--- src/rtl/regfile_port_arbiter.sv ---
// rtl/regfile_port_arbiter.sv - round-robin arbiter sharing one register file between core (0) and debug (1)
// Grants one requester per cycle, muxes its fields onto the file, and registers the read data back.
module regfile_port_arbiter #(
  parameter int ADDR_W   = 5,
  parameter int DATA_W   = 32,
  parameter int LOCK_MAX = 8
) (
  input  logic              clk,
  input  logic              rst_n,
  input  logic              req0_valid,
  input  logic              req0_lock,
  input  logic              req0_we,
  input  logic [ADDR_W-1:0] req0_rsa,
  input  logic [ADDR_W-1:0] req0_rta,
  input  logic [ADDR_W-1:0] req0_wta,
  input  logic [DATA_W-1:0] req0_wtd,
  output logic              req0_ready,
  input  logic              req1_valid,
  input  logic              req1_lock,
  input  logic              req1_we,
  input  logic [ADDR_W-1:0] req1_rsa,
  input  logic [ADDR_W-1:0] req1_rta,
  input  logic [ADDR_W-1:0] req1_wta,
  input  logic [DATA_W-1:0] req1_wtd,
  output logic              req1_ready,
  output logic              rsp0_valid,
  output logic [DATA_W-1:0] rsp0_rsd,
  output logic [DATA_W-1:0] rsp0_rtd,
  output logic              rsp1_valid,
  output logic [DATA_W-1:0] rsp1_rsd,
  output logic [DATA_W-1:0] rsp1_rtd,
  output logic [ADDR_W-1:0] rf_rsa,
  output logic [ADDR_W-1:0] rf_rta,
  output logic [ADDR_W-1:0] rf_wta,
  output logic [DATA_W-1:0] rf_wtd,
  output logic              rf_cnt,
  input  logic [DATA_W-1:0] rf_rsd,
  input  logic [DATA_W-1:0] rf_rtd,
  output logic              wr_zero_err
);

  localparam int CNT_W = (LOCK_MAX > 1) ? $clog2(LOCK_MAX) : 1;

  typedef enum logic [1:0] {IDLE, OWN0, OWN1} state_t;

  state_t           state_q, state_d;
  logic             ptr_q, ptr_d;
  logic [CNT_W-1:0] cnt_q, cnt_d;
  logic             gnt0, gnt1, sel_we;

  logic              rsp0_valid_q, rsp0_valid_d, rsp1_valid_q, rsp1_valid_d;
  logic [DATA_W-1:0] rsp0_rsd_q, rsp0_rsd_d, rsp0_rtd_q, rsp0_rtd_d;
  logic [DATA_W-1:0] rsp1_rsd_q, rsp1_rsd_d, rsp1_rtd_q, rsp1_rtd_d;
  logic              wr_zero_err_q, wr_zero_err_d;

  // Grant is gated by rst_n so nothing reaches the file while reset is held.
  always_comb begin
    gnt0 = 1'b0;
    gnt1 = 1'b0;
    case (state_q)
      IDLE: begin
        if (req0_valid && req1_valid) begin
          gnt0 = ~ptr_q;
          gnt1 = ptr_q;
        end else begin
          gnt0 = req0_valid;
          gnt1 = req1_valid;
        end
      end
      OWN0:    gnt0 = req0_valid;
      OWN1:    gnt1 = req1_valid;
      default: ;
    endcase
    if (!rst_n) begin
      gnt0 = 1'b0;
      gnt1 = 1'b0;
    end
  end

  always_comb begin
    state_d = state_q;
    ptr_d   = ptr_q;
    cnt_d   = cnt_q;
    case (state_q)
      IDLE: begin
        if (gnt0) begin
          if (req0_lock && (LOCK_MAX > 1)) begin
            state_d = OWN0;
            cnt_d   = CNT_W'(LOCK_MAX - 1);
          end else begin
            ptr_d = 1'b1;
          end
        end else if (gnt1) begin
          if (req1_lock && (LOCK_MAX > 1)) begin
            state_d = OWN1;
            cnt_d   = CNT_W'(LOCK_MAX - 1);
          end else begin
            ptr_d = 1'b0;
          end
        end
      end
      // Budget burns every owned cycle, granted or not.
      OWN0: begin
        cnt_d = cnt_q - CNT_W'(1);
        if (!req0_lock || (cnt_q == CNT_W'(1))) begin
          state_d = IDLE;
          ptr_d   = 1'b1;
          cnt_d   = '0;
        end
      end
      OWN1: begin
        cnt_d = cnt_q - CNT_W'(1);
        if (!req1_lock || (cnt_q == CNT_W'(1))) begin
          state_d = IDLE;
          ptr_d   = 1'b0;
          cnt_d   = '0;
        end
      end
      default: state_d = IDLE;
    endcase
  end

  always_comb begin
    rf_rsa = '0;
    rf_rta = '0;
    rf_wta = '0;
    rf_wtd = '0;
    sel_we = 1'b0;
    if (gnt0) begin
      rf_rsa = req0_rsa;
      rf_rta = req0_rta;
      rf_wta = req0_wta;
      rf_wtd = req0_wtd;
      sel_we = req0_we;
    end else if (gnt1) begin
      rf_rsa = req1_rsa;
      rf_rta = req1_rta;
      rf_wta = req1_wta;
      rf_wtd = req1_wtd;
      sel_we = req1_we;
    end
    // Register 0 is hardwired; writes to it are dropped and flagged.
    rf_cnt        = sel_we && (rf_wta != '0);
    wr_zero_err_d = sel_we && (rf_wta == '0);
  end

  always_comb begin
    rsp0_valid_d = gnt0;
    rsp1_valid_d = gnt1;
    rsp0_rsd_d   = gnt0 ? rf_rsd : rsp0_rsd_q;
    rsp0_rtd_d   = gnt0 ? rf_rtd : rsp0_rtd_q;
    rsp1_rsd_d   = gnt1 ? rf_rsd : rsp1_rsd_q;
    rsp1_rtd_d   = gnt1 ? rf_rtd : rsp1_rtd_q;
  end

  always_ff @(posedge clk or negedge rst_n) begin
    if (!rst_n) begin
      state_q       <= IDLE;
      ptr_q         <= 1'b0;
      cnt_q         <= '0;
      rsp0_valid_q  <= 1'b0;
      rsp1_valid_q  <= 1'b0;
      rsp0_rsd_q    <= '0;
      rsp0_rtd_q    <= '0;
      rsp1_rsd_q    <= '0;
      rsp1_rtd_q    <= '0;
      wr_zero_err_q <= 1'b0;
    end else begin
      state_q       <= state_d;
      ptr_q         <= ptr_d;
      cnt_q         <= cnt_d;
      rsp0_valid_q  <= rsp0_valid_d;
      rsp1_valid_q  <= rsp1_valid_d;
      rsp0_rsd_q    <= rsp0_rsd_d;
      rsp0_rtd_q    <= rsp0_rtd_d;
      rsp1_rsd_q    <= rsp1_rsd_d;
      rsp1_rtd_q    <= rsp1_rtd_d;
      wr_zero_err_q <= wr_zero_err_d;
    end
  end

  assign req0_ready  = gnt0;
  assign req1_ready  = gnt1;
  assign rsp0_valid  = rsp0_valid_q;
  assign rsp1_valid  = rsp1_valid_q;
  assign rsp0_rsd    = rsp0_rsd_q;
  assign rsp0_rtd    = rsp0_rtd_q;
  assign rsp1_rsd    = rsp1_rsd_q;
  assign rsp1_rtd    = rsp1_rtd_q;
  assign wr_zero_err = wr_zero_err_q;

endmodule

--- config.mk ---
export PLATFORM = sky130hd
export DESIGN_NAME = regfile_port_arbiter
export DESIGN_NICKNAME = d
export VERILOG_FILES = /design/src/rtl/regfile_port_arbiter.sv
export SDC_FILE = /design/constraint.sdc
export NUM_CORES = 1
export LEC_CHECK = 0
export ABC_AREA = 1
export CAP_MARGIN = 20
export CORE_MARGIN = 5
export CORE_UTILIZATION = 35
export CTS_BUF_LIST = sky130_fd_sc_hd__clkbuf_16
export DETAILED_ROUTE_END_ITERATION = 8
export PLACE_DENSITY = 0.8
export SYNTH_ARGS = -nofsm -noshare
export SYNTH_HDL_FRONTEND = slang
export SYNTH_SLANG_ARGS = --single-unit
--- constraint.sdc ---
create_clock -name clk -period 1.7 [get_ports clk]
set_input_delay 0.34 -clock clk [delete_from_list [all_inputs] [get_ports clk]]
set_output_delay 0.34 -clock clk [all_outputs]
set_load 0.01 [all_outputs]
==> results.toml <==
[sta]
finalWorstSetupSlack_ps = -750.6
final_hold_viol_count = 0
worstMarginPinSlew_ps = 919.6
period_minus_slack_ps = 2451
fin_tns_setup_ps = -37910
max_freq_mhz = 408.1
period_share = 1.442
slew_viol_final = 0
setup_viol = 86
rsz0062_at_grt = "yes"
clock_skew_ps = 8.340
slew_headroom = 0.3870

[global_routing]
grt_pass1_vias = 6508
grt_max_degree = 73
grt_pass1_wl_microns = 37760
antenna_found_initial = 0
overflow = 0
grtUsageTotal = 0.2481

[setup_path]
ff2ff_setup_slack_ps = -300
worstRegToRegCells = 14
worst_path_largest_cell_delay_ps = 400
reg2reg_from = "state_q[0]$_DFFE_PN0P_"
crit_fanout = 5
timing.rr.end = "wr_zero_err$_DFF_PN0_"
crit_top_cell = "nand2_2"
startpoint_type = "register"
slowest_stage = "dfrtp_2"
critPathArrivalTime_ps = 2110
worst_setup_path_end_kind = "primary output"
crit_chain = "inv_2 > ha_4 > nand2_2 > nand2_2 > nand2_4 > inv_4 > nor2_4 > buf_8 > buf_16 > a21boi_2 > nor2_2 > buf_2"
required_ps = 1360
path_class = "register to primary output"

[drt]
route.detailed.drc = 0
antenna_left = 0
drt_pass1_iterations = 4
dr_total_vias = 6451
wl_microns = 26930
dr.first_iter.drc_count = 251
wl_per_cell_microns = 20.86
via_per_inst = 4.997

[die]
dieArea_sq_mm = 0.01985
ios = 347
rows = 47
coreArea_sq_mm = 0.01670
initial_utilization = 0.3590
fp.dieH_microns = 140.9
die_width_microns = 140.9

[cts]
cts-root-buf = "clkbuf_16"
path_clk_slew_ps = 60
numCtsBuffers = 17
htree_levels = 4
clk_latency_ps = 410
cts.sinks = 137
cts.path.max_buffers = 2
cts_tree = "built"

[run_status]
status = "finished, violations left"
violations = "negative setup slack"

[synthesis]
syn-num-nets = 829
synth_seq_cells = 137
async_flop_share = 1.000
ys.flop_type = "dfrtp_1"
syn_avg_cell_area_sq_um = 9.126
synth_edf_count = 0
synth_top_area_frac = 0.5718
synthTopCellsByCount = "nand2_1, dfrtp_1, o21ai_0"
yosysWarningCount = 0
netlist_top_cells_area = "dfrtp_1, o21ai_0, nand2_1"
synth.most_common_cell = "nand2_1"
synthesis.area_sq_mm = 0.005996
postSynthCellCount = 657
yosysTopAreaCell = "dfrtp_1"
ys_seq_area_frac = 0.5718
synth_cell_types = 26

[power]
finalPower_uw = 19670
peakVddDrop_v = 0.0009615
p_leak_uw = 0.006500
power_density_mw_per_mm2 = 1691

[placement]
place_area_sq_mm = 0.009838
dp.final_hpwl_microns = 16960
port_buffers = 346
gp_congestion = 0.9832

[finish]
fin_area_sq_mm = 0.01163
antennaDiodeCount = 0
layout-drive-gt1-share = 0.2306
nFillCells = 1163
nNetsFinal = 1230
syn2layout_area_growth_pct = 93.93

[hold_path]
hp-class = "primary input to async pin"

[run]
maxCapViolCount = 0
==> worst max-delay path by stage <==
stage	from	to	slack (ps)	cells past startpoint
after floorplan	state_q[0]$_DFFE_PN0P_	rf_cnt	-100	12
after global placement	req1_valid	rf_rsa[2]	-890	10
after detailed placement	req1_valid	rf_wtd[5]	-950	10
after CTS	state_q[0]$_DFFE_PN0P_	rf_cnt	-750	13
after global routing	state_q[0]$_DFFE_PN0P_	rf_cnt	-820	13
final	state_q[0]$_DFFE_PN0P_	rf_cnt	-750	12
==> cell families (layout without fill, tap and decap cells) <==
family                   Yosys count  in the layout  synth area share
flip-flops                       137            137            0.5718
buffers and inverters            134            548           0.09996
AND/OR/NAND/NOR                  195            195            0.1342
adder cells (fa/ha/maj)            6              6           0.01252
XOR/XNOR                           1              1          0.001461
AO/OA/AOI/OAI                    184            184            0.1801
==> stage by stage <==
| stage | utilization | hold WS (ps) | cells | worst slack (ps) |
|---|---|---|---|---|
| after floorplan | - | 44.41 | 657 | -102.3 |
| after global placement | 0.5891 | 418.5 | 1219 | -888.7 |
| after detailed placement | 0.5891 | 424.1 | 1219 | -947.2 |
| after CTS | 0.6542 | 43.52 | 1280 | -753.8 |
| after global routing | 0.6962 | 48.54 | 1291 | -822.0 |
| final | 0.6962 | 42.16 | 1291 | -750.6 |
==> sequential cells by signal, summed over array words and instances (netlist names) <==
signal and count:
wr_zero_err 1, rsp1_rsd 32, rsp0_rtd 32, rsp1_rtd 32, state_q 2, cnt_q 3, rsp0_valid 1, rsp0_rsd 32
rsp1_valid 1, ptr_q 1
==> critical path, delay by kind of cell (launching register included) <==
kind	cells	cell delay [ps]
buffers and inverters	5	560
and+or+nand+nor	5	500
adders and majority gates	1	170
AOI/OAI and AO/OA	1	60
DFF	1	400
==> layer usage <==
metal,GRT usage,wire length (microns),vias up
li1,-,-,2919
met1,0.2739,9706,3165
met2,0.4435,14050,302
met3,0.08771,2132,65
met4,0.08465,1045,0
met5,0,0,-
==> placed cells by master (no fill, tap or decap), types with 8 or more instances in the layout <==
| cell | count |
|---|---|
| buf_2 | 33 |
| buf_6 | 34 |
| clkdlybuf4s50_1 | 206 |
| dlymetal6s2s_1 | 82 |
| dfrtp_1 | 136 |
| a22o_1 | 37 |
| buf_12 | 8 |
| inv_1 | 87 |
| o21ai_1 | 18 |
| buf_16 | 11 |
| nand2_2 | 22 |
| clkbuf_16 | 25 |
| o21ai_2 | 19 |
| nand2_1 | 130 |
| nor2_4 | 10 |
| buf_4 | 28 |
| nand2_4 | 14 |
| o21ai_0 | 102 |
==> final cells by class <==
cell class                 instances  area [sq um]  area share
clock buffer                      17         425.4     0.03659
clock inverter                    15         158.9     0.01367
inverter                          95         364.1     0.03131
multi-input combinational        386          2308      0.1985
sequential                       137          3430      0.2950
tap                              220         275.3     0.02367
timing repair buffer             421          4666      0.4013
==> power breakdown <==
group          total (uW)  internal, uW  switching (uW)
clock network        3670          2280            1390
logic               10300          5410            4890
registers            5690          4800             890
total               19700         12500            7170
==> what timing repair did <==
action                                 CTS  global route
setup endpoints to repair              192           252
resized for setup                      303           186
endpoints found under the hold margin   28             0
gates cloned                            12             9
buffers inserted                        21             8
pin swaps                               23            13
hold buffers                             1             0
Power figures use the tool's default switching activity.
